<file path="src/rtl/square_period_meter.sv">
// Square-wave period / high-time meter: averages 2^AVG_LOG2 periods, flags
// stability within TOL cycles and loss of signal after TIMEOUT idle cycles.
module square_period_meter #(
    parameter int CNT_W    = 18,
    parameter int AVG_LOG2 = 2,
    parameter int STABLE_N = 4,
    parameter int TOL      = 2,
    parameter int TIMEOUT  = 2**18-1
) (
    input  logic             clk,
    input  logic             rst_n,
    input  logic             clr,
    input  logic             signal_in,
    output logic [CNT_W-1:0] period,
    output logic [CNT_W-1:0] high_time,
    output logic             valid,
    output logic             stable,
    output logic             lost
);
    localparam int ACC_W = CNT_W + AVG_LOG2;
    localparam int SMP_W = AVG_LOG2 + 1;
    localparam int DIF_W = CNT_W + 1;
    localparam int SC_W  = (STABLE_N < 1) ? 1 : $clog2(STABLE_N + 1);
    localparam logic [CNT_W-1:0] TIMEOUT_V = CNT_W'(TIMEOUT);
    localparam logic [SMP_W-1:0] LAST_SMP  = SMP_W'((1 << AVG_LOG2) - 1);
    localparam logic [SC_W-1:0]  STABLE_V  = SC_W'(STABLE_N);
    localparam logic [DIF_W-1:0] TOL_V     = DIF_W'(TOL);

    typedef enum logic {IDLE, MEASURE} state_t;
    state_t state, state_nxt;

    logic             s1, s2, s3;
    logic             rise, fall;
    logic             arm, timeout, sample;
    logic [CNT_W-1:0] cnt, hi_raw, prev_p, avg_p, avg_h;
    logic [ACC_W-1:0] acc_p, acc_h;
    logic [SMP_W-1:0] smp_cnt;
    logic [SC_W-1:0]  stable_cnt, stable_cnt_nxt;
    logic             have_prev, vld_p0, in_tol;

    function automatic logic [DIF_W-1:0] abs_diff(input logic [CNT_W-1:0] a,
                                                  input logic [CNT_W-1:0] b);
        return (a >= b) ? ({1'b0, a} - {1'b0, b}) : ({1'b0, b} - {1'b0, a});
    endfunction

    function automatic logic [SC_W-1:0] sat_inc(input logic [SC_W-1:0] v);
        return (v >= STABLE_V) ? STABLE_V : v + 1'b1;
    endfunction

    // Stage 0: synchroniser and edge detection
    always_ff @(posedge clk or negedge rst_n) begin
        if (!rst_n) begin
            s1 <= 1'b0;
            s2 <= 1'b0;
            s3 <= 1'b0;
        end else begin
            s1 <= signal_in;
            s2 <= s1;
            s3 <= s2;
        end
    end

    assign rise = s2 & ~s3;
    assign fall = ~s2 & s3;

    // Stage 1: cycle counter (saturating, so a dead input never wraps) and high-time capture
    always_ff @(posedge clk or negedge rst_n) begin
        if (!rst_n) begin
            cnt    <= '0;
            hi_raw <= '0;
        end else begin
            if (rise)
                cnt <= CNT_W'(1);
            else if (cnt != TIMEOUT_V)
                cnt <= cnt + 1'b1;
            if (fall)
                hi_raw <= cnt;
        end
    end

    always_ff @(posedge clk or negedge rst_n) begin
        if (!rst_n) state <= IDLE;
        else        state <= state_nxt;
    end

    always_comb begin
        state_nxt = state;
        arm       = 1'b0;
        timeout   = 1'b0;
        sample    = 1'b0;
        if (clr) begin
            state_nxt = IDLE;
        end else if (state == IDLE) begin
            if (rise) begin
                arm       = 1'b1;
                state_nxt = MEASURE;
            end
        end else if (cnt == TIMEOUT_V && !rise) begin
            timeout   = 1'b1;
            state_nxt = IDLE;
        end else if (rise) begin
            sample = 1'b1;
        end
    end

    assign avg_p          = acc_p[ACC_W-1 -: CNT_W];
    assign avg_h          = acc_h[ACC_W-1 -: CNT_W];
    assign in_tol         = abs_diff(avg_p, prev_p) <= TOL_V;
    assign stable_cnt_nxt = (have_prev && in_tol) ? sat_inc(stable_cnt) : '0;

    // Stage 2: window accumulation; vld_p0 marks a completed window, published next cycle
    always_ff @(posedge clk or negedge rst_n) begin
        if (!rst_n) begin
            acc_p      <= '0;
            acc_h      <= '0;
            smp_cnt    <= '0;
            vld_p0     <= 1'b0;
            period     <= '0;
            high_time  <= '0;
            valid      <= 1'b0;
            prev_p     <= '0;
            have_prev  <= 1'b0;
            stable_cnt <= '0;
            stable     <= 1'b0;
            lost       <= 1'b0;
        end else begin
            valid <= 1'b0;
            if (clr || timeout) begin
                acc_p      <= '0;
                acc_h      <= '0;
                smp_cnt    <= '0;
                vld_p0     <= 1'b0;
                have_prev  <= 1'b0;
                stable_cnt <= '0;
                stable     <= 1'b0;
                lost       <= timeout;
            end else begin
                acc_p  <= (vld_p0 ? '0 : acc_p) + (sample ? ACC_W'(cnt) : '0);
                acc_h  <= (vld_p0 ? '0 : acc_h) + (sample ? ACC_W'(hi_raw) : '0);
                vld_p0 <= sample && (smp_cnt == LAST_SMP);
                if (sample)
                    smp_cnt <= (smp_cnt == LAST_SMP) ? '0 : smp_cnt + 1'b1;
                if (arm)
                    lost <= 1'b0;
                // Stage 3: publish averages and update stability
                if (vld_p0) begin
                    period     <= avg_p;
                    high_time  <= avg_h;
                    valid      <= 1'b1;
                    prev_p     <= avg_p;
                    have_prev  <= 1'b1;
                    stable_cnt <= stable_cnt_nxt;
                    stable     <= (stable_cnt_nxt == STABLE_V);
                end
            end
        end
    end
endmodule

</file>
<file path="config.mk">
export PLATFORM = sky130hd
export DESIGN_NAME = square_period_meter
export DESIGN_NICKNAME = d
export VERILOG_FILES = /design/src/rtl/square_period_meter.sv
export SDC_FILE = /design/constraint.sdc
export NUM_CORES = 1
export LEC_CHECK = 0
export BUFFER_PORTS_ARGS = -buffer_cell sky130_fd_sc_hd__buf_2
export CAP_MARGIN = 5
export CORE_MARGIN = 2
export CORE_UTILIZATION = 54
export DETAILED_ROUTE_END_ITERATION = 12
export GPL_TIMING_DRIVEN = 0
export PLACE_DENSITY = 0.72
export SETUP_SLACK_MARGIN = 0.02
export SLEW_MARGIN = 20
export SYNTH_ARGS = -nofsm -noshare
export SYNTH_HDL_FRONTEND = slang
export SYNTH_SLANG_ARGS = --single-unit
</file>
<file path="constraint.sdc">
create_clock -name clk -period 6.23 [get_ports clk]
set_clock_uncertainty 0.15 [all_clocks]
set_input_delay 0.9345 -clock clk [delete_from_list [all_inputs] [get_ports clk]]
set_output_delay 0.9345 -clock clk [all_outputs]
set_load 0.005 [all_outputs]
</file>
Word level (Yosys, flattened, before mapping)
Cells that the tools add are included.
{"block": "totals", "ff_bits": 127, "latch_bits": 0, "mem_bits_rw": 0, "romBits": 0, "inputBits": 4, "out_inout_bits": 39, "word_cells": 83, "n_memories": 0}
{"block": "op_classes", "n_addsub": 7, "mul": 0, "div_mod_pow": 0, "n_lt_le_gt_ge": 3, "n_eq_ne": 4, "n_shift": 0, "n_mux": 37, "n_bitwise": 5, "reduce_logical": 10}
{"cell": "20-bit two-way mux", "count": 4}
{"cell": "18-bit two-way mux", "count": 4}
{"cell": "20-bit by 18-bit adder with 20-bit output", "count": 2}
{"cell": "18-bit by 18-bit subtractor with 19-bit output", "count": 2}
{"cell": "1-bit two-way mux", "count": 21}
{"cell": "3-bit two-way mux", "count": 7}
{"cell": "19-bit by 2-bit less-or-equal comparator with 1-bit output (second input constant)", "count": 1}
{"cell": "19-bit two-way mux", "count": 1}
{"cell": "18-bit by 1-bit adder with 18-bit output (second input constant)", "count": 1}
{"cell": "18-bit equality test (second input constant)", "count": 1}
{"cell": "18-bit greater-or-equal comparator", "count": 1}
{"cell": "18-bit inequality test (second input constant)", "count": 1}
{"cell": "2-bit nonzero test", "count": 4}
{"cell": "3-bit by 1-bit adder with 3-bit output (second input constant)", "count": 2}
{"cell": "3-bit by 2-bit equality test with 1-bit output (second input constant)", "count": 1}
{"cell": "3-bit equality test (second input constant)", "count": 1}
{"cell": "3-bit greater-or-equal comparator (second input constant)", "count": 1}
{"cell": "1-bit logical AND", "count": 3}
{"cell": "1-bit inverter", "count": 3}
{"cell": "1-bit bitwise AND", "count": 2}
{"cell": "2-bit AND reduction", "count": 1}
{"cell": "1-bit zero test", "count": 1}
{"cell": "1-bit logical OR", "count": 1}

Longest topological paths before layout
{"block": "logic_depth", "depth_word": 10, "ltp_mapped": 17, "ltp_nobuf": 15}

Worst setup path after synthesis
No wires, ideal clock.
{"block": "synth_timing", "path_kind": "input to register", "from": "in clr", "to": "reg acc_p[19]", "setup_time_ns": 0.136, "arrival_ns": 3.929, "required_time_ns": 5.944, "path_slack_ns": 2.015, "path_stages": 15, "path_buffers": 2, "cell_sequence": "nor3b_1 > clkbuf_1 > clkbuf_1 > and2_1 > ha_1 > a21o_1 > a21oi_1 > o21bai_1 > a31o_2 > a221o_1 > a221oi_1 > a211oi_1 > o21ai_0 > xnor2_1 > nor3_1"}
{"block": "synth_between", "elab_chain_cells": 4, "elab_cells_between_ends": 6, "cone_classes": "1 x add/sub; 4 x mux; 1 x reduce/logical"}
{"element": "start: declaration", "line_no": "12", "rtl": "input logic clr,"}
{"element": "1-bit two-way mux", "line_no": "91", "rtl": "if (clr) begin"}
{"element": "18-bit two-way mux", "line_no": "138", "rtl": "acc_p <= (vld_p0 ? '0 : acc_p) + (sample ? ACC_W'(cnt) : '0);"}
{"element": "20-bit by 18-bit adder with 20-bit output", "line_no": "138"}
{"element": "20-bit two-way mux (*)", "line_no": "128", "rtl": "if (clr || timeout) begin"}
{"element": "end signal: assignment", "line_no": "138"}
{"element": "end: declaration", "line_no": "36", "rtl": "logic [ACC_W-1:0] acc_p, acc_h;"}
Every way passes the cells marked *; elsewhere a longest branch is shown, timed or not.
A chain may end at the register's enable or synchronous reset.

Worst setup path after layout
Same ends and word-level chain as after synthesis.

==> results.py <==
metrics = {
    "clock_tree": {
        "hold_buffers": 0,
        "postCtsSetupRepairBufs": 0,
        "tritoncts": "built",
        "clockBufferDepth": 2,
        "cts.repair.resized": 0,
        "ctsRootBufferMaster": "sky130_fd_sc_hd__clkbuf_16",
        "num_clock_sinks": 127,
        "path_clk_slew_ns": 0.05,
        "clock_insertion_delay_worst_skew_ns": 0.42,
        "tritoncts.num_buffers": 17,
        "h-tree-depth": 4,
    },
    "worst_setup_path": {
        "worstPathCellList": "buf_2 -> nor3b_1 -> clkbuf_1 -> clkbuf_1 -> and2_1 -> ha_1 -> a21o_1 -> a21oi_1 -> o21bai_1 -> a31o_2 -> a221o_1 -> a221oi_1 -> a211oi_1 -> o21ai_0 -> xnor2_1 -> nor3_1",
        "worst_path_max_delay_cell": "sky130_fd_sc_hd__a221oi_1",
        "crit_buf_inv": 3,
        "worstSetupEndpointType": "register",
        "worst_path_largest_cell_delay_ns": 0.43,
        "startpoint_type": "primary input",
        "path_delay_family": "compound AO/OA/AOI/OAI gates",
        "crit_type": "in -> reg",
        "worstPathRequired_ns": 6.34,
        "crit_arrival_ns": 4.69,
        "critical_path.startpoint": "clr",
        "worst_r2r_startpoint": "s3",
        "critical_path.max_fanout": 10,
        "cp_common_cell": "sky130_fd_sc_hd__clkbuf_1",
    },
    "worst_hold_path": {
        "worst_hold_path_type": "reg -> reg",
        "worstHoldStart": "s1",
    },
    "sta": {
        "rsz0062_at_grt": "no",
        "slew-limit-headroom_pct": 47.3,
        "timing.final.crit_share_pct": 73.5,
        "achievable-frequency_ghz": 0.218,
        "finalHoldViolations": 0,
        "slew_at_the_pin_closest_to_its_max_slew_limit_ns": 0.791,
        "timing.final.crit_period_ns": 4.58,
        "final.setup.worst_slack_ns": 1.65,
        "whs_ns": 0.197,
        "fin_setup_tns_ns": 0,
        "final_setup_vio_count": 0,
        "report.final.slew_viol_count": 0,
    },
    "yosys": {
        "yosysTopAreaCell": "sky130_fd_sc_hd__dfrtp_1",
        "synth_enable_flop_cells": 0,
        "synth-seq-cells": 127,
        "synthesis.nets": 1056,
        "synthesis.instances": 972,
        "synth_top_area_share_pct": 36.3,
        "postSynthAreaPerCell_sq_um": 9.01,
        "synth_sequential_area_ratio_pct": 36.3,
        "ys.warnings.count": 0,
        "synth_area_sq_um": 8760,
        "yosys-top-cells-area": "sky130_fd_sc_hd__dfrtp_1 (36%), sky130_fd_sc_hd__ha_1 (11%), sky130_fd_sc_hd__nor2_1 (4.8%)",
        "synth-async-reset-ratio_pct": 100,
        "yosys_most_used_dff": "sky130_fd_sc_hd__dfrtp_1",
        "synth.distinct_cells": 66,
    },
    "pwr": {
        "ir_drop_uv": 170,
        "clock_power_share_pct": 47.3,
        "cellPowerDensity_nw_per_um2": 208,
        "combPwrFrac_pct": 9.4,
        "power.sequential.fraction_pct": 43.4,
        "netSwitchingFraction_pct": 24.1,
        "cell_internal_pwr_uw": 1560,
        "leakagePower_uw": 0.00492,
        "power_switching_uw": 495,
    },
    "route": {
        "detailedRoute.firstIterationViolations": 465,
        "wl_per_cell_um": 15.8,
        "via_per_inst": 5.56,
        "via_total_after_detailed_routing": 7009,
        "route.antenna.remaining_nets": 0,
        "drc": 0,
        "drt_pass1_iterations": 5,
        "routed_wl_mm": 20.0,
    },
    "finish": {
        "area_delta_synth_final_pct": 12.5,
        "finish.net_count": 1118,
        "final_cell_area_sq_um": 9850,
        "final_util_pct": 62.0,
        "insertedDiodeCount": 0,
        "drive_gt1_share_pct": 13.6,
    },
    "floorplanning": {
        "effective_utilization_at_floorplan_pct": 55.2,
        "core.rowCount": 46,
        "pin_count": 43,
        "area_of_the_core_sq_um": 15900,
        "horizontal_extent_of_the_die_um": 131,
        "overall_die_area_sq_um": 17300,
        "die_height_um": 131,
    },
    "placement": {
        "postPlaceCellArea_sq_um": 9280,
        "portBuffers": 42,
        "gp_congestion": 0.905,
        "detailed_place_hpwl_mm": 15.2,
        "place_worst_setup_slack_ns": 1.23,
    },
    "run": {
        "max-cap-violations": 0,
    },
    "global_route": {
        "gr-usage-all-layers_pct": 23.8,
        "vias_in_the_first_global_route": 6936,
        "global_route.overflow_total": 0,
        "maximum_number_of_pins_on_one_net_before_global_route_repair": 75,
        "wire_length_of_the_first_global_routing_pass_mm": 33.6,
        "grt_antenna_before_repair": 0,
    },
    "run_status": {
        "outcome": "completed",
    },
}
-- through the flow --
step           instances  total power, uW
6_report            1261             2050
5_1_grt             1261             2130
4_1_cts             1261             2060
3_5_place_dp        1231             1090
3_3_place_gp        1230             1090
2_1_floorplan        972             1020
-- metal layers --
metal | vias to the layer above | GRT usage (%) | share of wire [%]
met4 | 0 | 9.42 | 2.9
met3 | 40 | 3.55 | 3.0
li1 | 3489 | - | -
met2 | 136 | 40.8 | 49
met1 | 3344 | 30.5 | 45
met5 | - | 0 | 0
-- state kept, by name, indices dropped and copies added (netlist names), 3 cells and up --
| name | flops |
|---|---|
| high_time | 18 |
| acc_p | 20 |
| hi_raw | 18 |
| cnt | 18 |
| stable_cnt | 3 |
| smp_cnt | 3 |
| acc_h | 20 |
| prev_p | 18 |
-- area by class of cell --
class / instances / area (sq um)
inverters: 64 / 240
multi-input cells: 739 / 5130
clock inverters: 6 / 82.6
repair buffers: 43 / 248
plain buffers: 42 / 215
fillers: 1409 / 6030
flip-flops and latches: 127 / 3180
well taps: 216 / 270
clock buffers: 24 / 492
-- worst paths after layout --
kind	endpoint	slack, ns	depth (start not counted)
worst max-delay path	acc_p[19]	1.65	16
worst min-delay path	s2	0.20	0
worst max register to register	acc_p[19]	1.72	16
worst min register to register	s2	0.20	0
max in group asynchronous	acc_p[7]	4.96	2
min in group asynchronous	high_time[10]	0.27	1
-- cells by family (layout without fill, tap and decap cells) --
logic type | Yosys count | in the layout | synth area share (%)
xor gates and xnor gates | 53 | 53 | 5.30
and+or+nand+nor | 340 | 340 | 19.3
DFF | 127 | 127 | 36.3
AOI/OAI and AO/OA | 219 | 219 | 16.3
adders and majority gates | 80 | 80 | 11.8
buffers and inverters | 106 | 179 | 5.20
muxes | 47 | 47 | 5.90
-- worst reg2reg max path: stages (launching register included) --
cell                       delay, ns
sky130_fd_sc_hd__dfrtp_1        0.38
sky130_fd_sc_hd__nand2b_1       0.20
sky130_fd_sc_hd__nor3b_1        0.24
sky130_fd_sc_hd__clkbuf_1       0.39
sky130_fd_sc_hd__clkbuf_1       0.37
sky130_fd_sc_hd__and2_1         0.24
sky130_fd_sc_hd__ha_1           0.25
sky130_fd_sc_hd__a21o_1         0.16
sky130_fd_sc_hd__a21oi_1        0.20
sky130_fd_sc_hd__o21bai_1       0.11
sky130_fd_sc_hd__a31o_2         0.27
sky130_fd_sc_hd__a221o_1        0.36
sky130_fd_sc_hd__a221oi_1       0.44
sky130_fd_sc_hd__a211oi_1       0.17
sky130_fd_sc_hd__o21ai_0        0.23
sky130_fd_sc_hd__xnor2_1        0.14
sky130_fd_sc_hd__nor3_1         0.07
-- Yosys cell counts, types with 8 or more instances --
cell / number
sky130_fd_sc_hd__dfrtp_1: 127
sky130_fd_sc_hd__nor2_1: 112
sky130_fd_sc_hd__ha_1: 76
sky130_fd_sc_hd__inv_1: 64
sky130_fd_sc_hd__nand2_1: 61
sky130_fd_sc_hd__a21oi_1: 60
sky130_fd_sc_hd__o21ai_0: 58
sky130_fd_sc_hd__and2_1: 37
sky130_fd_sc_hd__mux2_2: 37
sky130_fd_sc_hd__nor2b_1: 31
sky130_fd_sc_hd__xor2_1: 27
sky130_fd_sc_hd__a21o_1: 26
sky130_fd_sc_hd__xnor2_1: 26
sky130_fd_sc_hd__clkbuf_1: 22
sky130_fd_sc_hd__nor3_1: 19
sky130_fd_sc_hd__nand3_1: 18
sky130_fd_sc_hd__nand2b_1: 13
sky130_fd_sc_hd__a31oi_1: 12
sky130_fd_sc_hd__mux2i_1: 10
sky130_fd_sc_hd__nand4_1: 10
sky130_fd_sc_hd__o21bai_1: 9
sky130_fd_sc_hd__buf_2: 8
sky130_fd_sc_hd__o21a_1: 8
-- layout by cell type (no fill, tap or decap), drive strengths merged, types with 27 or more instances in the layout --
| cell | instances |
|---|---|
| o21ai | 58 |
| inv | 64 |
| buf | 60 |
| dfrtp | 127 |
| xor2 | 27 |
| nand2 | 61 |
| nor2 | 112 |
| nor2b | 31 |
| ha | 76 |
| and2 | 38 |
| a21o | 28 |
| mux2 | 37 |
| a21oi | 61 |
| clkbuf | 49 |
-- power by group through the flow --
stage	Combinational (uW)	Sequential, uW	Clock (uW)
5_1_grt	216	896	1020
6_report	192	890	969
4_1_cts	193	889	978
3_5_place_dp	190	903	0
2_1_floorplan	130	892	0
3_3_place_gp	185	902	0
Power figures use the tool's default switching activity.
